**config.mk**
```make
export PLATFORM = sky130hd
export DESIGN_NAME = hazard_unit_flat
export DESIGN_NICKNAME = d
export VERILOG_FILES = /design/src/rtl/hazard_if.sv /design/src/rtl/hazard_unit.sv /design/src/flat_wrapper.sv
export SDC_FILE = /design/constraint.sdc
export NUM_CORES = 1
export LEC_CHECK = 0
export BUFFER_PORTS_ARGS = -buffer_cell sky130_fd_sc_hd__buf_2
export CELL_PAD_IN_SITES_DETAIL_PLACEMENT = 0
export CELL_PAD_IN_SITES_GLOBAL_PLACEMENT = 1
export CORE_MARGIN = 2
export CORE_UTILIZATION = 40
export CTS_BUF_LIST = sky130_fd_sc_hd__clkbuf_8
export DETAILED_ROUTE_END_ITERATION = 6
export HOLD_SLACK_MARGIN = 0.03
export PLACE_DENSITY = 0.82
export RECOVER_POWER = 50
export SYNTH_ARGS = -nofsm -noshare
export SYNTH_HDL_FRONTEND = slang
export SYNTH_SLANG_ARGS = --single-unit
```
**constraint.sdc**
```tcl
create_clock -name clk -period 3 [get_ports clk]
set_clock_uncertainty 0.2 [all_clocks]
set_input_delay 0.6 -clock clk [delete_from_list [all_inputs] [get_ports clk]]
set_output_delay 0.6 -clock clk [all_outputs]
set_load 0.01 [all_outputs]
```
**src/rtl/hazard_if.sv**
```systemverilog
// Hazard-unit bus: pipeline register-address/control taps in, forward/stall/flush controls out.
// The pipeline side drives through master; hazard_unit receives through slave.
interface hazard_if #(
  parameter int REG_W = 5,
  parameter int CNT_W = 32
);
  logic [REG_W-1:0] rs_D, rt_D, rs_E, rt_E;
  logic [REG_W-1:0] writeReg_E, writeReg_M, writeReg_W;
  logic             branch_D, jr_D, jump_D, pcSrc_D;
  logic             regWrite_E, memToReg_E;
  logic             regWrite_M, memToReg_M, memAccess_M;
  logic             regWrite_W;
  logic             fwdA_D, fwdB_D;
  logic [1:0]       fwdA_E, fwdB_E;
  logic             stall_F, stall_D, stall_E, stall_M;
  logic             flush_D, flush_E, mem_busy;
  logic [CNT_W-1:0] stall_cnt, flush_cnt;

  modport master (
    output rs_D, rt_D, rs_E, rt_E, writeReg_E, writeReg_M, writeReg_W,
           branch_D, jr_D, jump_D, pcSrc_D, regWrite_E, memToReg_E,
           regWrite_M, memToReg_M, memAccess_M, regWrite_W,
    input  fwdA_D, fwdB_D, fwdA_E, fwdB_E, stall_F, stall_D, stall_E, stall_M,
           flush_D, flush_E, mem_busy, stall_cnt, flush_cnt
  );

  modport slave (
    input  rs_D, rt_D, rs_E, rt_E, writeReg_E, writeReg_M, writeReg_W,
           branch_D, jr_D, jump_D, pcSrc_D, regWrite_E, memToReg_E,
           regWrite_M, memToReg_M, memAccess_M, regWrite_W,
    output fwdA_D, fwdB_D, fwdA_E, fwdB_E, stall_F, stall_D, stall_E, stall_M,
           flush_D, flush_E, mem_busy, stall_cnt, flush_cnt
  );
endinterface

```
**src/rtl/hazard_unit.sv**
```systemverilog
// 5-stage pipeline hazard/forwarding controller with a data-memory wait FSM
// that freezes the pipeline, plus saturating stall/flush statistics.
module hazard_unit #(
  parameter int REG_W   = 5,
  parameter int MEM_LAT = 1,
  parameter int CNT_W   = 32,
  parameter int FWD_EN  = 1
) (
  input  logic     clk,
  input  logic     rst_n,
  hazard_if.slave  hz
);
  localparam int LAT_W = (MEM_LAT > 2) ? $clog2(MEM_LAT) : 1;

  typedef enum logic {S_IDLE, S_WAIT} state_e;

  state_e           state_q, state_d;
  logic [LAT_W-1:0] wait_q, wait_d;
  logic             rel_q, rel_d;
  logic [CNT_W-1:0] stall_cnt_q, flush_cnt_q;

  logic       lw_stall, br_stall, raw_stall, hz_stall, freeze;
  logic       fa_d, fb_d, st_f, st_e, fl_d, fl_e;
  logic [1:0] fa_e, fb_e;

  function automatic logic nz_eq(input logic [REG_W-1:0] a, input logic [REG_W-1:0] b);
    return (a != '0) && (a == b);
  endfunction

  // Branch compares both operands; jr only reads rs.
  function automatic logic br_op(input logic [REG_W-1:0] r, input logic [REG_W-1:0] rs,
                                 input logic [REG_W-1:0] rt, input logic is_br);
    return nz_eq(r, rs) || (is_br && nz_eq(r, rt));
  endfunction

  assign freeze = (state_q == S_WAIT);

  always_comb begin
    lw_stall  = hz.memToReg_E &&
                (nz_eq(hz.writeReg_E, hz.rs_D) || nz_eq(hz.writeReg_E, hz.rt_D));
    br_stall  = (hz.branch_D || hz.jr_D) &&
                ((hz.regWrite_E && br_op(hz.writeReg_E, hz.rs_D, hz.rt_D, hz.branch_D)) ||
                 (hz.memToReg_M && br_op(hz.writeReg_M, hz.rs_D, hz.rt_D, hz.branch_D)));
    raw_stall = (hz.regWrite_E && (nz_eq(hz.writeReg_E, hz.rs_D) || nz_eq(hz.writeReg_E, hz.rt_D))) ||
                (hz.regWrite_M && (nz_eq(hz.writeReg_M, hz.rs_D) || nz_eq(hz.writeReg_M, hz.rt_D))) ||
                (hz.regWrite_W && (nz_eq(hz.writeReg_W, hz.rs_D) || nz_eq(hz.writeReg_W, hz.rt_D)));
    hz_stall  = (FWD_EN != 0) ? (lw_stall || br_stall) : raw_stall;
  end

  always_comb begin
    fa_e = 2'b00;
    fb_e = 2'b00;
    fa_d = 1'b0;
    fb_d = 1'b0;
    if (FWD_EN != 0) begin
      if (hz.regWrite_M && nz_eq(hz.writeReg_M, hz.rs_E))      fa_e = 2'b10;
      else if (hz.regWrite_W && nz_eq(hz.writeReg_W, hz.rs_E)) fa_e = 2'b01;
      if (hz.regWrite_M && nz_eq(hz.writeReg_M, hz.rt_E))      fb_e = 2'b10;
      else if (hz.regWrite_W && nz_eq(hz.writeReg_W, hz.rt_E)) fb_e = 2'b01;
      fa_d = hz.regWrite_M && !hz.memToReg_M && nz_eq(hz.writeReg_M, hz.rs_D);
      fb_d = hz.regWrite_M && !hz.memToReg_M && nz_eq(hz.writeReg_M, hz.rt_D);
    end
  end

  // Freeze beats hazard stall beats flush; everything reads 0 while reset is held.
  always_comb begin
    st_f = 1'b0;
    st_e = 1'b0;
    fl_d = 1'b0;
    fl_e = 1'b0;
    if (rst_n) begin
      st_f = freeze || hz_stall;
      st_e = freeze;
      fl_e = hz_stall && !freeze;
      fl_d = (hz.pcSrc_D || hz.jump_D) && !st_f && !freeze;
    end
  end

  assign hz.fwdA_E    = rst_n ? fa_e : 2'b00;
  assign hz.fwdB_E    = rst_n ? fb_e : 2'b00;
  assign hz.fwdA_D    = rst_n && fa_d;
  assign hz.fwdB_D    = rst_n && fb_d;
  assign hz.stall_F   = st_f;
  assign hz.stall_D   = st_f;
  assign hz.stall_E   = st_e;
  assign hz.stall_M   = st_e;
  assign hz.flush_D   = fl_d;
  assign hz.flush_E   = fl_e;
  assign hz.mem_busy  = rst_n && freeze;
  assign hz.stall_cnt = stall_cnt_q;
  assign hz.flush_cnt = flush_cnt_q;

  // rel_q masks the released access, which is still sitting in MEM for one cycle.
  always_comb begin
    state_d = state_q;
    wait_d  = wait_q;
    rel_d   = 1'b0;
    case (state_q)
      S_IDLE: begin
        if ((MEM_LAT > 1) && hz.memAccess_M && !rel_q) begin
          state_d = S_WAIT;
          wait_d  = LAT_W'(MEM_LAT - 1);
        end
      end
      S_WAIT: begin
        wait_d = wait_q - 1'b1;
        if (wait_q == LAT_W'(1)) begin
          state_d = S_IDLE;
          rel_d   = 1'b1;
        end
      end
      default: state_d = S_IDLE;
    endcase
  end

  always_ff @(posedge clk or negedge rst_n) begin
    if (!rst_n) begin
      state_q     <= S_IDLE;
      wait_q      <= '0;
      rel_q       <= 1'b0;
      stall_cnt_q <= '0;
      flush_cnt_q <= '0;
    end else begin
      state_q <= state_d;
      wait_q  <= wait_d;
      rel_q   <= rel_d;
      if (st_f && !(&stall_cnt_q))
        stall_cnt_q <= stall_cnt_q + 1'b1;
      if ((fl_d || fl_e) && !(&flush_cnt_q))
        flush_cnt_q <= flush_cnt_q + 1'b1;
    end
  end
endmodule

```
**src/flat_wrapper.sv**
```systemverilog
// flat-port wrapper written by rule: the top's interface ports become plain ports
module hazard_unit_flat 
#(
  parameter int REG_W   = 5,
  parameter int MEM_LAT = 1,
  parameter int CNT_W   = 32,
  parameter int FWD_EN  = 1
)
  (clk, rst_n, hz_rs_D, hz_rt_D, hz_rs_E, hz_rt_E, hz_writeReg_E, hz_writeReg_M, hz_writeReg_W, hz_branch_D, hz_jr_D, hz_jump_D, hz_pcSrc_D, hz_regWrite_E, hz_memToReg_E, hz_regWrite_M, hz_memToReg_M, hz_memAccess_M, hz_regWrite_W, hz_fwdA_D, hz_fwdB_D, hz_fwdA_E, hz_fwdB_E, hz_stall_F, hz_stall_D, hz_stall_E, hz_stall_M, hz_flush_D, hz_flush_E, hz_mem_busy, hz_stall_cnt, hz_flush_cnt);
  hazard_if #(.REG_W(REG_W), .CNT_W(CNT_W)) hz_i ();
  input  logic clk;
  input  logic rst_n;
  input wire logic [$bits(hz_i.rs_D)-1:0] hz_rs_D;
  input wire logic [$bits(hz_i.rt_D)-1:0] hz_rt_D;
  input wire logic [$bits(hz_i.rs_E)-1:0] hz_rs_E;
  input wire logic [$bits(hz_i.rt_E)-1:0] hz_rt_E;
  input wire logic [$bits(hz_i.writeReg_E)-1:0] hz_writeReg_E;
  input wire logic [$bits(hz_i.writeReg_M)-1:0] hz_writeReg_M;
  input wire logic [$bits(hz_i.writeReg_W)-1:0] hz_writeReg_W;
  input wire logic [$bits(hz_i.branch_D)-1:0] hz_branch_D;
  input wire logic [$bits(hz_i.jr_D)-1:0] hz_jr_D;
  input wire logic [$bits(hz_i.jump_D)-1:0] hz_jump_D;
  input wire logic [$bits(hz_i.pcSrc_D)-1:0] hz_pcSrc_D;
  input wire logic [$bits(hz_i.regWrite_E)-1:0] hz_regWrite_E;
  input wire logic [$bits(hz_i.memToReg_E)-1:0] hz_memToReg_E;
  input wire logic [$bits(hz_i.regWrite_M)-1:0] hz_regWrite_M;
  input wire logic [$bits(hz_i.memToReg_M)-1:0] hz_memToReg_M;
  input wire logic [$bits(hz_i.memAccess_M)-1:0] hz_memAccess_M;
  input wire logic [$bits(hz_i.regWrite_W)-1:0] hz_regWrite_W;
  output wire logic [$bits(hz_i.fwdA_D)-1:0] hz_fwdA_D;
  output wire logic [$bits(hz_i.fwdB_D)-1:0] hz_fwdB_D;
  output wire logic [$bits(hz_i.fwdA_E)-1:0] hz_fwdA_E;
  output wire logic [$bits(hz_i.fwdB_E)-1:0] hz_fwdB_E;
  output wire logic [$bits(hz_i.stall_F)-1:0] hz_stall_F;
  output wire logic [$bits(hz_i.stall_D)-1:0] hz_stall_D;
  output wire logic [$bits(hz_i.stall_E)-1:0] hz_stall_E;
  output wire logic [$bits(hz_i.stall_M)-1:0] hz_stall_M;
  output wire logic [$bits(hz_i.flush_D)-1:0] hz_flush_D;
  output wire logic [$bits(hz_i.flush_E)-1:0] hz_flush_E;
  output wire logic [$bits(hz_i.mem_busy)-1:0] hz_mem_busy;
  output wire logic [$bits(hz_i.stall_cnt)-1:0] hz_stall_cnt;
  output wire logic [$bits(hz_i.flush_cnt)-1:0] hz_flush_cnt;
  assign hz_i.rs_D = hz_rs_D;
  assign hz_i.rt_D = hz_rt_D;
  assign hz_i.rs_E = hz_rs_E;
  assign hz_i.rt_E = hz_rt_E;
  assign hz_i.writeReg_E = hz_writeReg_E;
  assign hz_i.writeReg_M = hz_writeReg_M;
  assign hz_i.writeReg_W = hz_writeReg_W;
  assign hz_i.branch_D = hz_branch_D;
  assign hz_i.jr_D = hz_jr_D;
  assign hz_i.jump_D = hz_jump_D;
  assign hz_i.pcSrc_D = hz_pcSrc_D;
  assign hz_i.regWrite_E = hz_regWrite_E;
  assign hz_i.memToReg_E = hz_memToReg_E;
  assign hz_i.regWrite_M = hz_regWrite_M;
  assign hz_i.memToReg_M = hz_memToReg_M;
  assign hz_i.memAccess_M = hz_memAccess_M;
  assign hz_i.regWrite_W = hz_regWrite_W;
  assign hz_fwdA_D = hz_i.fwdA_D;
  assign hz_fwdB_D = hz_i.fwdB_D;
  assign hz_fwdA_E = hz_i.fwdA_E;
  assign hz_fwdB_E = hz_i.fwdB_E;
  assign hz_stall_F = hz_i.stall_F;
  assign hz_stall_D = hz_i.stall_D;
  assign hz_stall_E = hz_i.stall_E;
  assign hz_stall_M = hz_i.stall_M;
  assign hz_flush_D = hz_i.flush_D;
  assign hz_flush_E = hz_i.flush_E;
  assign hz_mem_busy = hz_i.mem_busy;
  assign hz_stall_cnt = hz_i.stall_cnt;
  assign hz_flush_cnt = hz_i.flush_cnt;
  hazard_unit #(.REG_W(REG_W), .MEM_LAT(MEM_LAT), .CNT_W(CNT_W), .FWD_EN(FWD_EN)) u_core (.clk(clk), .rst_n(rst_n), .hz(hz_i));
endmodule
```
==> results.toml, run 1 <==
[yosys]
mappedNetlistArea_mm2 = 0.00393
synth.yosys.warnings = 0
syn-mean-instance-area_um2 = 9.97
synth.distinct_cells = 44
synth.ff_latch_count = 66
ys_seq_area_share_pct = 42.1
mappedNetlistNets = 443
yosys.area.top_type_share_pct = 42.1
synthDominantAreaCellType = "dfrtp_1"
post_synth_inst_count = 394
yosys-top-cells-area = "dfrtp_1, xnor2_1, nand3_1, nand4_1, xor2_1"

[clock_network]
tritoncts.num_buffers = 9
number_of_h_tree_levels = 3
cts_hold_buffers = 0
cts-root-to-sink-buffers = 2
cts_tree = "built"
cts.sinks = 66
cts.reportedPaths.clkPinSlew_ps = 70
cts-root-buf = "clkbuf_8"
clkLatencyLatePin_ps = 340

[setup_path]
rrSetupSlack_ps = 440
r2r-start = "u_core.hz.stall_cnt[13]"
worst_path_dominant_cell_family = "simple AND/OR/NAND/NOR gates"
cp_cell_sequence = "buf_2, or4_1, o22a_1, o311ai_2, nand2_1, nor3_1, buf_2"
arrival_worst_endpoint_ps = 2100
worst_ep_required_time_ps = 2200
timing.setup.critical_path_class = "in2out"
critical_path.max_stage_delay_ps = 510
slowest_stage_cell_cp = "or4_1"
setup.worst_path.start = "hz_writeReg_E[0]"
critPathBufInv = 2
endpoint_kind = "primary output"
worst-path-max-fanout = 5
crit_start_category = "input pin"
critical-path-top-cell-by-count = "buf_2"

[floorplanning]
initial_utilization_pct = 40.7
die_area_mm2 = 0.0106
core-area_mm2 = 0.00964
dieWidth_um = 103
floorplan_die_height_um = 103
floorplan.rows = 36
io-pin-count = 124

[power_and_ir_drop]
leakage_nw = 2.17
vdd_ir_drop_max_mv = 0.148
total_power_mw = 2.23
power_per_cell_area_mw_per_mm2 = 452

[grt]
grt_pass1_wl_um = 15500
pin_count_of_the_biggest_net_entering_global_routing = 53
grt_antenna_before_repair = 0
gr-max-usage-layer = "met2"
global_route.overflow_total = 0
met1_usage_pct = 24.1
grt_use_total_pct = 18.7
globalRouteMet3Util_pct = 4.00
via_count_of_the_first_global_routing_pass = 3307
grt_util_met2_pct = 29.6

[final_layout]
syn2layout_area_growth_pct = 25.7
final_layout_size_suffix_gt1_share_pct = 26.4
most_frequent_cells_in_the_layout = "buf_2, xnor2_1, dfrtp_1, nand3_1, clkbuf_1"
insertedDiodeCount = 0
final_cell_count_without_fillers = 664
layout.nets = 576
final_common_cell = "buf_2"

[sta]
hold_ws_ps = 192
hold_viol = 0
period_minus_slack_ps = 2900
fin_tns_setup_ps = 0
worst-slew-pin-transition_ps = 1300
final_period_util_pct = 96.6
fmaxAchievable_ghz = 0.345
timing.final.max_slew_violations = 0
max_transition_margin_pct = 13.2
rsz_0062_raised_after_global_routing = "false"
timing.final.setup_violations = 0

[route]
num_vias = 3435
drtIter0Drc = 116
dr.pass1.iters = 4
via_per_inst = 5.17
drc_errors = 0
drtAntennaViolNets = 0
wl_per_cell_um = 14.8
finalWirelength_um = 9820

[placement]
placed_cell_count = 647
place_hpwl_um = 7230
place.port_buffers = 122
gpl.final_weighted_congestion = 0.835

[status]
status = "completed"

[job]
max-cap-violations = 0

[worst_hold_path]
hold_path_class = "in2async"
## power breakdown
group	internal [mW]	switching [mW]
logic	0.174	0.201
clock network	0.503	0.326
registers	0.949	0.0763
## kinds of logic (layout without fill, tap and decap cells)
logic type	Yosys count	after routing	synth area share (%)
XOR/XNOR	100	100	22.3
AND/OR/NAND/NOR	192	192	29.1
flip-flops	66	66	42.1
adder cells (fa/ha/maj)	2	2	0.637
AO/OA/AOI/OAI	9	9	1.66
buffers and inverters	20	157	2.77
multiplexers	5	5	1.43
## timing repair
item                                    in CTS  in global routing
resized for setup                            2                  2
pin swaps                                    0                  1
buffers inserted                             0                  2
endpoints found under the setup margin       2                  5
## routing by layer
layer / vias to the layer above / routed length (um) / part of all wire, %
li1: 1647 / - / -
met1: 1622 / 4500 / 46
met3: 30 / 633 / 6.4
met2: 136 / 4380 / 45
met4: 0 / 318 / 3.2
met5: - / 0 / 0
## cell usage after synthesis, drive strengths merged
cell type / number
xnor2: 82
dfrtp: 66
nand3: 47
nand2: 33
nand4: 26
nor2: 22
xor2: 18
and3: 16
buf: 16
nor4: 10
and2: 8
nor3: 8
or4: 7
mux2: 5
and4: 4
inv: 4
nor4b: 3
a31oi: 2
ha: 2
nand2b: 2
o21ai: 2
or3: 2
a21oi: 1
and3b: 1
nand4b: 1
nor3b: 1
o211ai: 1
o22a: 1
o22ai: 1
o311ai: 1
or2: 1
## path summary, 6_finish.rpt
check | end | depth (start not counted)
worst max-delay path | hz_flush_D | 7
worst min-delay path | u_core.hz.stall_cnt[2] | 2
worst max register to register | u_core.hz.stall_cnt[23] | 7
worst min register to register | u_core.freeze | 1
max in group asynchronous | u_core.hz.stall_cnt[22] | 3
min in group clk | u_core.freeze | 1
## state kept, by name, indices dropped and copies added (netlist names)
register / cells
u_core.hz.stall_cnt: 32
u_core.freeze: 1
u_core.wait_q: 1
u_core.hz.flush_cnt: 32
## stage by stage
stage	utilization [%]	setup WS (ps)	instance area (um2)
floorplan	-	32.7	3930
global route	51.2	12.4	4940
detailed placement	49.1	-22.7	4740
global placement	49.1	-16.1	4740
finish	51.2	101	4940
CTS	51.5	80.4	4960
## area by class of cell
cell class	count	area, um2
Clock buffer	11	151
Clock inverter	4	67.6
Fill cell	982	4700
Inverter	4	15.0
Multi-Input combinational cell	308	2190
Sequential cell	66	1650
Tap cell	133	166
Timing Repair Buffer	138	694
(Power assumes the default switching activity.)
==> inputs of run 2 (changes only) <==
- PLACE_DENSITY: 0.82 -> unset
- PLACE_DENSITY_LB_ADDON: unset -> 0.12
==> results.toml, run 2 (synthesis gave the netlist of run 1 again) <==
[sta]
worst-slew-pin-transition_ps = 712
rsz_0062_raised_after_global_routing = "false"
timing.final.setup_violations = 0
hold_viol = 0
fmaxAchievable_ghz = 0.344
fin_tns_setup_ps = 0
final_period_util_pct = 96.8
period_minus_slack_ps = 2910
max_transition_margin_pct = 52.5
timing.final.max_slew_violations = 0

[setup_path]
worst_ep_required_time_ps = 2200
cp_cell_sequence = "buf_2, or4_1, o22a_1, o311ai_1, buf_4, nand2_1, nor3_1, buf_2"
worst-path-max-fanout = 3
slowest_stage_cell_cp = "or4_1"
critPathBufInv = 3
crit_start_category = "input pin"
endpoint_kind = "primary output"
critical_path.max_stage_delay_ps = 490
worst_path_dominant_cell_family = "simple AND/OR/NAND/NOR gates"
critical-path-top-cell-by-count = "buf_2"
arrival_worst_endpoint_ps = 2110
timing.setup.critical_path_class = "in2out"

[floorplanning]
die_area_mm2 = 0.0106
floorplan_die_height_um = 103
io-pin-count = 124
dieWidth_um = 103
floorplan.rows = 36
initial_utilization_pct = 40.7
core-area_mm2 = 0.00964

[final_layout]
layout.nets = 579
share_of_the_core_filled_with_cells_in_the_final_layout_pct = 51.0
final_layout_size_suffix_gt1_share_pct = 26.7
syn2layout_area_growth_pct = 25.3
most_frequent_cells_in_the_layout = "buf_2, xnor2_1, dfrtp_1, nand3_1, clkbuf_1"
insertedDiodeCount = 0
nFillCells = 964
final_common_cell = "buf_2"
final_cell_count_without_fillers = 668
multi_input_area_mm2 = 0.00217
final-seq-area_mm2 = 0.00165

[route]
wl_per_cell_um = 14.2
drc_errors = 0
finalWirelength_um = 9470
drtIter0Drc = 67
via_per_inst = 5.03
drtAntennaViolNets = 0
dr.pass1.iters = 5
num_vias = 3362

[clock_network]
cts.sinks = 66
clkLatencyLatePin_ps = 340
cts-root-to-sink-buffers = 2
tritoncts.num_buffers = 9
cts_tree = "built"
cts.reportedPaths.clkPinSlew_ps = 70
cts-root-buf = "clkbuf_8"
number_of_h_tree_levels = 3
postCtsResizedCells = 0

[worst_hold_path]
hold_path_class = "reg2reg"

[placement]
placed_cell_count = 650
gpl.final_weighted_congestion = 0.777
place.port_buffers = 122
place_hpwl_um = 7170

[grt]
gr-max-usage-layer = "met2"
globalRouteMet3Util_pct = 5.08
grt_antenna_before_repair = 0
met1_usage_pct = 26.0
grt_use_total_pct = 18.1
grt_util_met2_pct = 26.7
pin_count_of_the_biggest_net_entering_global_routing = 58
grt_pass1_wl_um = 15100
via_count_of_the_first_global_routing_pass = 3090
global_route.overflow_total = 0

[power_and_ir_drop]
power_per_cell_area_mw_per_mm2 = 437
leakage_nw = 2.16
total_power_mw = 2.15
vdd_ir_drop_max_mv = 0.261

[job]
max-cap-violations = 0

[status]
status = "completed"
-- run 2: final timing paths --
check,start,slack [ps],to,cells past startpoint
setup / recovery,hz_writeReg_E[2],90,hz_flush_D,8
hold / removal,u_core.wait_q,240,u_core.freeze,1
setup reg to reg,u_core.hz.flush_cnt[0],510,u_core.hz.flush_cnt[1],7
hold reg to reg,u_core.wait_q,240,u_core.freeze,1
max in group asynchronous,rst_n,1410,u_core.hz.flush_cnt[26],3
min in group asynchronous,rst_n,280,u_core.hz.stall_cnt[0],2
-- run 2: final cells by class --
| type | instances | share of cell area (%) |
|---|---|---|
| clock buffer | 10 | 2.80 |
| timing repair buffer | 141 | 14.6 |
| sequential | 66 | 33.6 |
| clock inverter | 6 | 1.30 |
| multi-input combinational | 308 | 44.0 |
| tap | 133 | 3.38 |
| inverter | 4 | 0.305 |
-- run 2: through the flow --
| stage | cell area [um2] | setup WS (ps) | hold WS, ps |
|---|---|---|---|
| after floorplan | 3930 | 32.7 | 104 |
| after global routing | 4920 | 2.23 | 261 |
| after detailed placement | 4750 | 60.3 | 235 |
| after CTS | 4960 | 51.7 | 243 |
| final | 4920 | 94.6 | 242 |
| after global placement | 4750 | 76.8 | 237 |
-- run 2: repair_timing --
item / CTS / global route
setup buffers: 0 / 1
hold endpoints to repair: 11 / 0
hold buffers: 1 / 0
setup endpoints to repair: 0 / 1
-- run 2: routing by layer --
layer  vias up  share of wire [%]
li1       1652                  -
met1      1611                 49
met3         7                6.1
met4         0               0.87
met5         -                  0
met2        92                 44
-- run 2: worst reg2reg max path: cells and delay by family, from the launching register on --
kind / cells / cell delay (ps)
flops: 1 / 410
mux: 1 / 340
simple gates: 5 / 1260
fa+ha+maj: 1 / 190
-- run 2: report_power, final --
group	switching [mW]	leakage, nW	internal [mW]	total [mW]
Clock	0.360	0.0987	0.406	0.767
Combinational	0.194	1.16	0.171	0.365
Sequential	0.0717	0.908	0.948	1.02
Total	0.626	2.16	1.53	2.15
